### src/rtl/quad_sample_gather_if.sv
// Sample-in / frame-out bus for quad_sample_gather.
// The master side feeds samples and consumes frames; the slave side is the gatherer.
interface quad_sample_gather_if #(
    parameter int W = 4
);
    logic [W-1:0] DIN;
    logic         in_valid;
    logic         in_ready;
    logic [W-1:0] A;
    logic [W-1:0] B;
    logic [W-1:0] C;
    logic [W-1:0] D;
    logic         out_valid;
    logic         out_ready;
    logic         partial;
    logic [7:0]   frame_cnt;

    modport master (
        output DIN, in_valid, out_ready,
        input  in_ready, A, B, C, D, out_valid, partial, frame_cnt
    );

    modport slave (
        input  DIN, in_valid, out_ready,
        output in_ready, A, B, C, D, out_valid, partial, frame_cnt
    );
endinterface

### src/rtl/quad_sample_gather.sv
// quad_sample_gather: packs four consecutive W-bit samples into one frame (A..D)
// and holds it until downstream takes it. Frames taken are counted modulo 256.
// Optional feature: define GATHER_TIMEOUT_EN to flush a partly filled frame
// after TIMEOUT idle cycles. The flushed frame has its unfilled slots at 0
// and raises partial.
module quad_sample_gather #(
    parameter int W       = 4,
    parameter int TIMEOUT = 8
) (
    input  logic                 clk,
    input  logic                 rst,
    quad_sample_gather_if.slave  bus
);

    typedef enum logic {
        FILL = 1'b0,
        FULL = 1'b1
    } state_t;

    state_t              state;
    state_t              state_next;
    logic [1:0]          idx;
    logic [3:0][W-1:0]   slots;
    logic [7:0]          frame_cnt;
    logic                in_ready;
    logic                out_valid;
    logic                accept;
    logic                handshake;

`ifdef GATHER_TIMEOUT_EN
    localparam logic [7:0] TIMEOUT_LAST = 8'(TIMEOUT - 1);
    logic [7:0] idle_cnt;
    logic       timeout_hit;
    logic       partial;

    // The flush fires on the idle cycle that brings the counter to TIMEOUT.
    // A sample arriving in that same cycle wins, so in_valid suppresses the flush.
    assign timeout_hit = (state == FILL) && (idx != 2'd0) && !bus.in_valid
                         && (idle_cnt == TIMEOUT_LAST);
`endif

    // State register; reset always lands in FILL.
    always_ff @(posedge clk) begin
        if (rst) begin
            state <= FILL;
        end else begin
            state <= state_next;
        end
    end

    // Next-state and handshake decode.
    always_comb begin
        state_next = state;
        in_ready   = 1'b0;
        out_valid  = 1'b0;
        accept     = 1'b0;
        handshake  = 1'b0;
        case (state)
            FILL: begin
                in_ready = 1'b1;
                accept   = bus.in_valid;
`ifdef GATHER_TIMEOUT_EN
                if ((accept && (idx == 2'd3)) || timeout_hit) begin
                    state_next = FULL;
                end
`else
                if (accept && (idx == 2'd3)) begin
                    state_next = FULL;
                end
`endif
            end
            FULL: begin
                out_valid = 1'b1;
                handshake = bus.out_ready;
                if (handshake) begin
                    state_next = FILL;
                end
            end
            default: state_next = FILL;
        endcase
    end

    // Slot storage, fill index and frame counter. A handshake empties the frame
    // so that unwritten slots read 0 during the next fill.
    always_ff @(posedge clk) begin
        if (rst) begin
            idx       <= 2'd0;
            slots     <= '0;
            frame_cnt <= 8'd0;
        end else if (handshake) begin
            idx       <= 2'd0;
            slots     <= '0;
            frame_cnt <= frame_cnt + 8'd1;
        end else if (accept) begin
            slots[idx] <= bus.DIN;
            idx        <= idx + 2'd1;
        end
    end

`ifdef GATHER_TIMEOUT_EN
    // Idle counter only runs while a frame is partly filled and nothing arrives.
    always_ff @(posedge clk) begin
        if (rst) begin
            idle_cnt <= 8'd0;
        end else if ((state != FILL) || (idx == 2'd0) || accept || timeout_hit) begin
            idle_cnt <= 8'd0;
        end else begin
            idle_cnt <= idle_cnt + 8'd1;
        end
    end

    // partial marks a frame that was flushed rather than completed.
    always_ff @(posedge clk) begin
        if (rst) begin
            partial <= 1'b0;
        end else if (handshake) begin
            partial <= 1'b0;
        end else if (timeout_hit) begin
            partial <= 1'b1;
        end
    end

    assign bus.partial = partial;
`else
    assign bus.partial = 1'b0;
`endif

    assign bus.in_ready  = in_ready;
    assign bus.out_valid = out_valid;
    assign bus.A         = slots[0];
    assign bus.B         = slots[1];
    assign bus.C         = slots[2];
    assign bus.D         = slots[3];
    assign bus.frame_cnt = frame_cnt;

endmodule

### src/flat_wrapper.sv
// flat-port wrapper written by rule: the top's interface ports become plain ports
module quad_sample_gather_flat 
#(
    parameter int W       = 4,
    parameter int TIMEOUT = 8
)
  (clk, rst, bus_DIN, bus_in_valid, bus_out_ready, bus_in_ready, bus_A, bus_B, bus_C, bus_D, bus_out_valid, bus_partial, bus_frame_cnt);
  quad_sample_gather_if #(.W(W)) bus_i ();
  input  logic clk;
  input  logic rst;
  input wire logic [$bits(bus_i.DIN)-1:0] bus_DIN;
  input wire logic [$bits(bus_i.in_valid)-1:0] bus_in_valid;
  input wire logic [$bits(bus_i.out_ready)-1:0] bus_out_ready;
  output wire logic [$bits(bus_i.in_ready)-1:0] bus_in_ready;
  output wire logic [$bits(bus_i.A)-1:0] bus_A;
  output wire logic [$bits(bus_i.B)-1:0] bus_B;
  output wire logic [$bits(bus_i.C)-1:0] bus_C;
  output wire logic [$bits(bus_i.D)-1:0] bus_D;
  output wire logic [$bits(bus_i.out_valid)-1:0] bus_out_valid;
  output wire logic [$bits(bus_i.partial)-1:0] bus_partial;
  output wire logic [$bits(bus_i.frame_cnt)-1:0] bus_frame_cnt;
  assign bus_i.DIN = bus_DIN;
  assign bus_i.in_valid = bus_in_valid;
  assign bus_i.out_ready = bus_out_ready;
  assign bus_in_ready = bus_i.in_ready;
  assign bus_A = bus_i.A;
  assign bus_B = bus_i.B;
  assign bus_C = bus_i.C;
  assign bus_D = bus_i.D;
  assign bus_out_valid = bus_i.out_valid;
  assign bus_partial = bus_i.partial;
  assign bus_frame_cnt = bus_i.frame_cnt;
  quad_sample_gather #(.W(W), .TIMEOUT(TIMEOUT)) u_core (.clk(clk), .rst(rst), .bus(bus_i));
endmodule
### config.mk
export PLATFORM = sky130hd
export DESIGN_NAME = quad_sample_gather_flat
export DESIGN_NICKNAME = d
export VERILOG_FILES = /design/src/rtl/quad_sample_gather_if.sv /design/src/rtl/quad_sample_gather.sv /design/src/flat_wrapper.sv
export SDC_FILE = /design/constraint.sdc
export NUM_CORES = 1
export LEC_CHECK = 0
export BUFFER_PORTS_ARGS = -buffer_cell sky130_fd_sc_hd__buf_4
export CAP_MARGIN = 10
export CORE_MARGIN = 3
export CORE_UTILIZATION = 45
export CTS_BUF_LIST = sky130_fd_sc_hd__clkbuf_8
export DETAILED_ROUTE_END_ITERATION = 12
export HOLD_SLACK_MARGIN = 0.08
export PLACE_DENSITY_LB_ADDON = 0.05
export SYNTH_ARGS = -nofsm -noshare
export SYNTH_HDL_FRONTEND = slang
export SYNTH_SLANG_ARGS = --single-unit
### constraint.sdc
create_clock -name clk -period 1.6 [get_ports clk]
set_input_delay 0.16 -clock clk [delete_from_list [all_inputs] [get_ports clk]]
set_output_delay 0.16 -clock clk [all_outputs]
set_load 0.02 [all_outputs]
==> tab_implementation.tex <==
\begin{tabular}{lr}
\hline
Metric & Value \\
\hline
\multicolumn{2}{l}{\textbf{Synthesis}} \\
\quad Synth Area per Inst & between 8 and 9 um\^{}2 \\
\quad Number of distinct library cell variants in the gate-level netlist after synthesis & 22 \\
\quad Most area-consuming cells after synthesis & sky130\_fd\_sc\_hd\_\_dfxtp\_1 47\%, sky130\_fd\_sc\_hd\_\_a21oi\_1 10\%, sky130\_fd\_sc\_hd\_\_nand3\_1 8.3\% \\
\quad Post-synthesis net count & about 150 \\
\quad Synthesis warning total & 0 \\
\quad FFs w/ async S/R, synth & 0 \\
\quad Synth Instances & $\sim$130 \\
\quad Post-synth EDFFs & 0 \\
\quad Seq cells post-synth & 27 \\
\quad Share of the yosys chip area belonging to registers & 0.472 \\
\quad Cell with the most instances after synthesis & sky130\_fd\_sc\_hd\_\_dfxtp\_1 \\
\quad Most used flip-flop cell after synthesis & sky130\_fd\_sc\_hd\_\_dfxtp\_1 \\
\quad Post-synthesis cell type with the largest combined area & sky130\_fd\_sc\_hd\_\_dfxtp\_1 \\
\quad Area of the mapped netlist & around 1100 um\^{}2 \\
\quad Post-synth top cells & 27 x sky130\_fd\_sc\_hd\_\_dfxtp\_1, 23 x sky130\_fd\_sc\_hd\_\_a21oi\_1, 19 x sky130\_fd\_sc\_hd\_\_nand2\_1, 19 x sky130\_fd\_sc\_hd\_\_nand3\_1 \\
\quad Post-synth top area share & 0.472 \\
\multicolumn{2}{l}{\textbf{Layout}} \\
\quad Number of antenna repair diodes & 0 \\
\quad Multi-input combinational cell area & 542 um\^{}2 \\
\quad Number of fill cells & between 200 and 250 \\
\quad Area delta synth->final & 27.4\% \\
\quad Layout cell share with drive strength beyond 1 & 0.257 \\
\quad Area occupied by registers & 541 um\^{}2 \\
\quad Final Cell Area & approximately 1500 um\^{}2 \\
\quad Total Nets Final & between 150 and 200 \\
\multicolumn{2}{l}{\textbf{Detailed routing}} \\
\quad Via count of the routed design & between 1000 and 1500 \\
\quad DRC Markers & 0 \\
\quad Routed vias/inst & just over 5 \\
\quad Count of antenna-violating nets left after detailed routing & 0 \\
\quad Post-detailed-route wirelength per cell & around 13 um \\
\quad Routed wire length & approximately 2500 um \\
\quad Count of routing violations after the opening detailed-route iteration & 23 \\
\quad First drt pass iteration count & 4 \\
\multicolumn{2}{l}{\textbf{Die}} \\
\quad Vert. Die Dim & approximately 56 um \\
\quad Top-Level Pins & 35 \\
\quad Total number of placement rows & 17 \\
\quad Die X & roughly 56 um \\
\quad Starting density of the core & 0.494 \\
\quad Die outline area & approximately 3200 um\^{}2 \\
\quad Core box area & approximately 2300 um\^{}2 \\
\multicolumn{2}{l}{\textbf{CTS}} \\
\quad Buffer count from post-CTS setup fixing & 0 \\
\quad CTS sink count & 27 \\
\quad Worst-skew pair later-pin latency & between 200 and 300 ps \\
\quad CTS Hold Buffers Added & 0 \\
\quad H-tree levels & 1 \\
\quad Clock tree root driver cell & sky130\_fd\_sc\_hd\_\_clkbuf\_8 \\
\quad Max clock buf depth & 2 \\
\quad Clock input transition at the sequential cells of the worst setup and hold paths & 90 ps \\
\quad TritonCTS clock tree & yes \\
\quad CTS Buf Count & 3 \\
\quad PostCTS Resize Cnt & 0 \\
\multicolumn{2}{l}{\textbf{Placed design}} \\
\quad Worst Setup Slack post-DPL & 303 ps \\
\quad Gp weighted congestion & slightly above 0.8 \\
\quad Port-buffer cells & 33 \\
\quad HPWL reported at the end of detailed placement & $\sim$1900 um \\
\quad Placed Instance Area & 1410 um\^{}2 \\
\multicolumn{2}{l}{\textbf{Global route}} \\
\quad Via count of the first global-routing pass & 970 \\
\quad Total gr overflow & 0 \\
\quad First-pass GRT wire length & $\sim$4200 um \\
\quad All-layer global routing usage & 0.160 \\
\quad Antenna violations before repair & 0 \\
\quad Largest net degree at the start of global routing & 19 \\
\multicolumn{2}{l}{\textbf{Worst setup path}} \\
\quad Worst flop-to-flop path startpoint & u\_core.bus.frame\_cnt[0]\$\_SDFFE\_PP0P\_ \\
\quad Critical setup path kind & reg2reg \\
\quad Required time at the endpoint of the critical path & roughly 1800 ps \\
\quad Arrival time of the worst setup path & between 1500 and 2000 ps \\
\quad CP Cell Sequence & ha\_1 -> nand3\_1 -> or3\_1 -> a21oi\_1 \\
\quad Crit path max-delay cell type & sky130\_fd\_sc\_hd\_\_dfxtp\_1 \\
\quad Kind of start point of the critical path & register \\
\quad Cell depth of the worst flop-to-flop path & 4 \\
\quad CP Capture Type & register \\
\quad Delay of the slowest critical-path stage & around 450 ps \\
\quad Critical path fanouts, max & 5 \\
\quad Crit path launch & u\_core.bus.frame\_cnt[0]\$\_SDFFE\_PP0P\_ \\
\multicolumn{2}{l}{\textbf{STA}} \\
\quad Final setup violating endpoints & 0 \\
\quad Setup repair after global routing missed its margin & false \\
\quad Maximum clock skew at final layout & $\sim$2.6 ps \\
\quad Final setup slack of the worst path & around 280 ps \\
\quad Count of endpoints failing hold in the final timing report & 0 \\
\quad Share of the clock period used by the worst path & 0.827 \\
\quad Peak Freq & about 760 MHz \\
\quad Min Clock Period, post-route & 1320 ps \\
\quad Worst-case hold slack & about 130 ps \\
\quad Number of slew-limit violations in the final report & 0 \\
\quad Fin Setup TNS & 0 ps \\
\multicolumn{2}{l}{\textbf{Flow run}} \\
\quad Max-cap viol count & 0 \\
\multicolumn{2}{l}{\textbf{Hold path}} \\
\quad Launch point of the worst hold path & rst \\
\quad Hold Path Stages & 2 \\
\quad Path type of the worst min-delay path & in2reg \\
\multicolumn{2}{l}{\textbf{Power}} \\
\quad Power Dens Cells & roughly 860 nW/um\^{}2 \\
\quad Maximum ir drop on the vdd rail & about 650 uV \\
\quad Leakage power figure & roughly 0.00061 uW \\
\multicolumn{2}{l}{\textbf{Status}} \\
\quad Outcome & completed \\
\hline
\end{tabular}
## metal layers
metal  vias up  wire (um)  global-route usage
met5         -          0                   0
met4         0         12              0.0407
met3         2        152              0.0345
met2        29       1220               0.290
met1       454       1100               0.189
li1        518          -                   -
## final timing paths
path	to	slack (ps)
worst max-delay path	u_core.bus.frame_cnt[4]$_SDFFE_PP0P_	280
worst min-delay path	u_core.state$_SDFF_PP0_	130
worst max register to register	u_core.bus.frame_cnt[4]$_SDFFE_PP0P_	280
worst min register to register	u_core.bus.C[2]$_SDFFE_PP0P_	460
## area by class of cell
type,instances,share of cell area
multi-input combinational,94,0.371
sequential,27,0.370
timing repair buffer,37,0.190
clock buffer,3,0.0283
tap,28,0.0240
inverter,5,0.0129
clock inverter,1,0.00343
## state kept, by name, summed over array words and instances (netlist names)
name / cells
u_core.bus.A: 4
u_core.bus.D: 4
u_core.bus.B: 4
u_core.state: 1
u_core.idx: 2
u_core.bus.frame_cnt: 8
u_core.bus.C: 4
## worst max-delay path, delay by kind of cell (launching register included)
kind                       cells  cell delay (ps)
and+or+nand+nor                2              490
DFF                            1              450
adders and majority gates      1              180
AOI/OAI and AO/OA              1              140
## kinds of logic (layout without fill, tap and decap cells)
group,count (synthesis),in the layout,synth area share
xor+xnor,3,3,0.0229
other cells,1,1,0.00327
compound gates,28,28,0.124
fa+ha+maj,5,5,0.0546
buf+inv,12,46,0.0557
simple gates,56,56,0.259
flops,27,27,0.472
mux,1,1,0.00873
## layout by cell type, fill, tap and decap left out, drive strengths merged, types with 3 or more instances in the layout
cell type,Yosys,final
nand3,19,19
buf,7,37
nor2,4,4
ha,5,5
inv,5,5
or3,4,4
o21ai,4,4
a21oi,23,23
dfxtp,27,27
nand3b,4,4
clkbuf,0,3
nand2,19,19
## metrics by stage
stage	total power, uW	utilization	instances
after global routing	1310	0.630	195
after global placement	888	0.610	191
after CTS	1270	0.630	195
final	1260	0.630	195
after floorplan	827	-	133
after detailed placement	891	0.610	191
## power by group
part           switching (uW)  internal (uW)
Combinational            97.4           68.2
Sequential               15.1            694
Clock                     209            174
Total                     322            936
(Power assumes the default switching activity.)
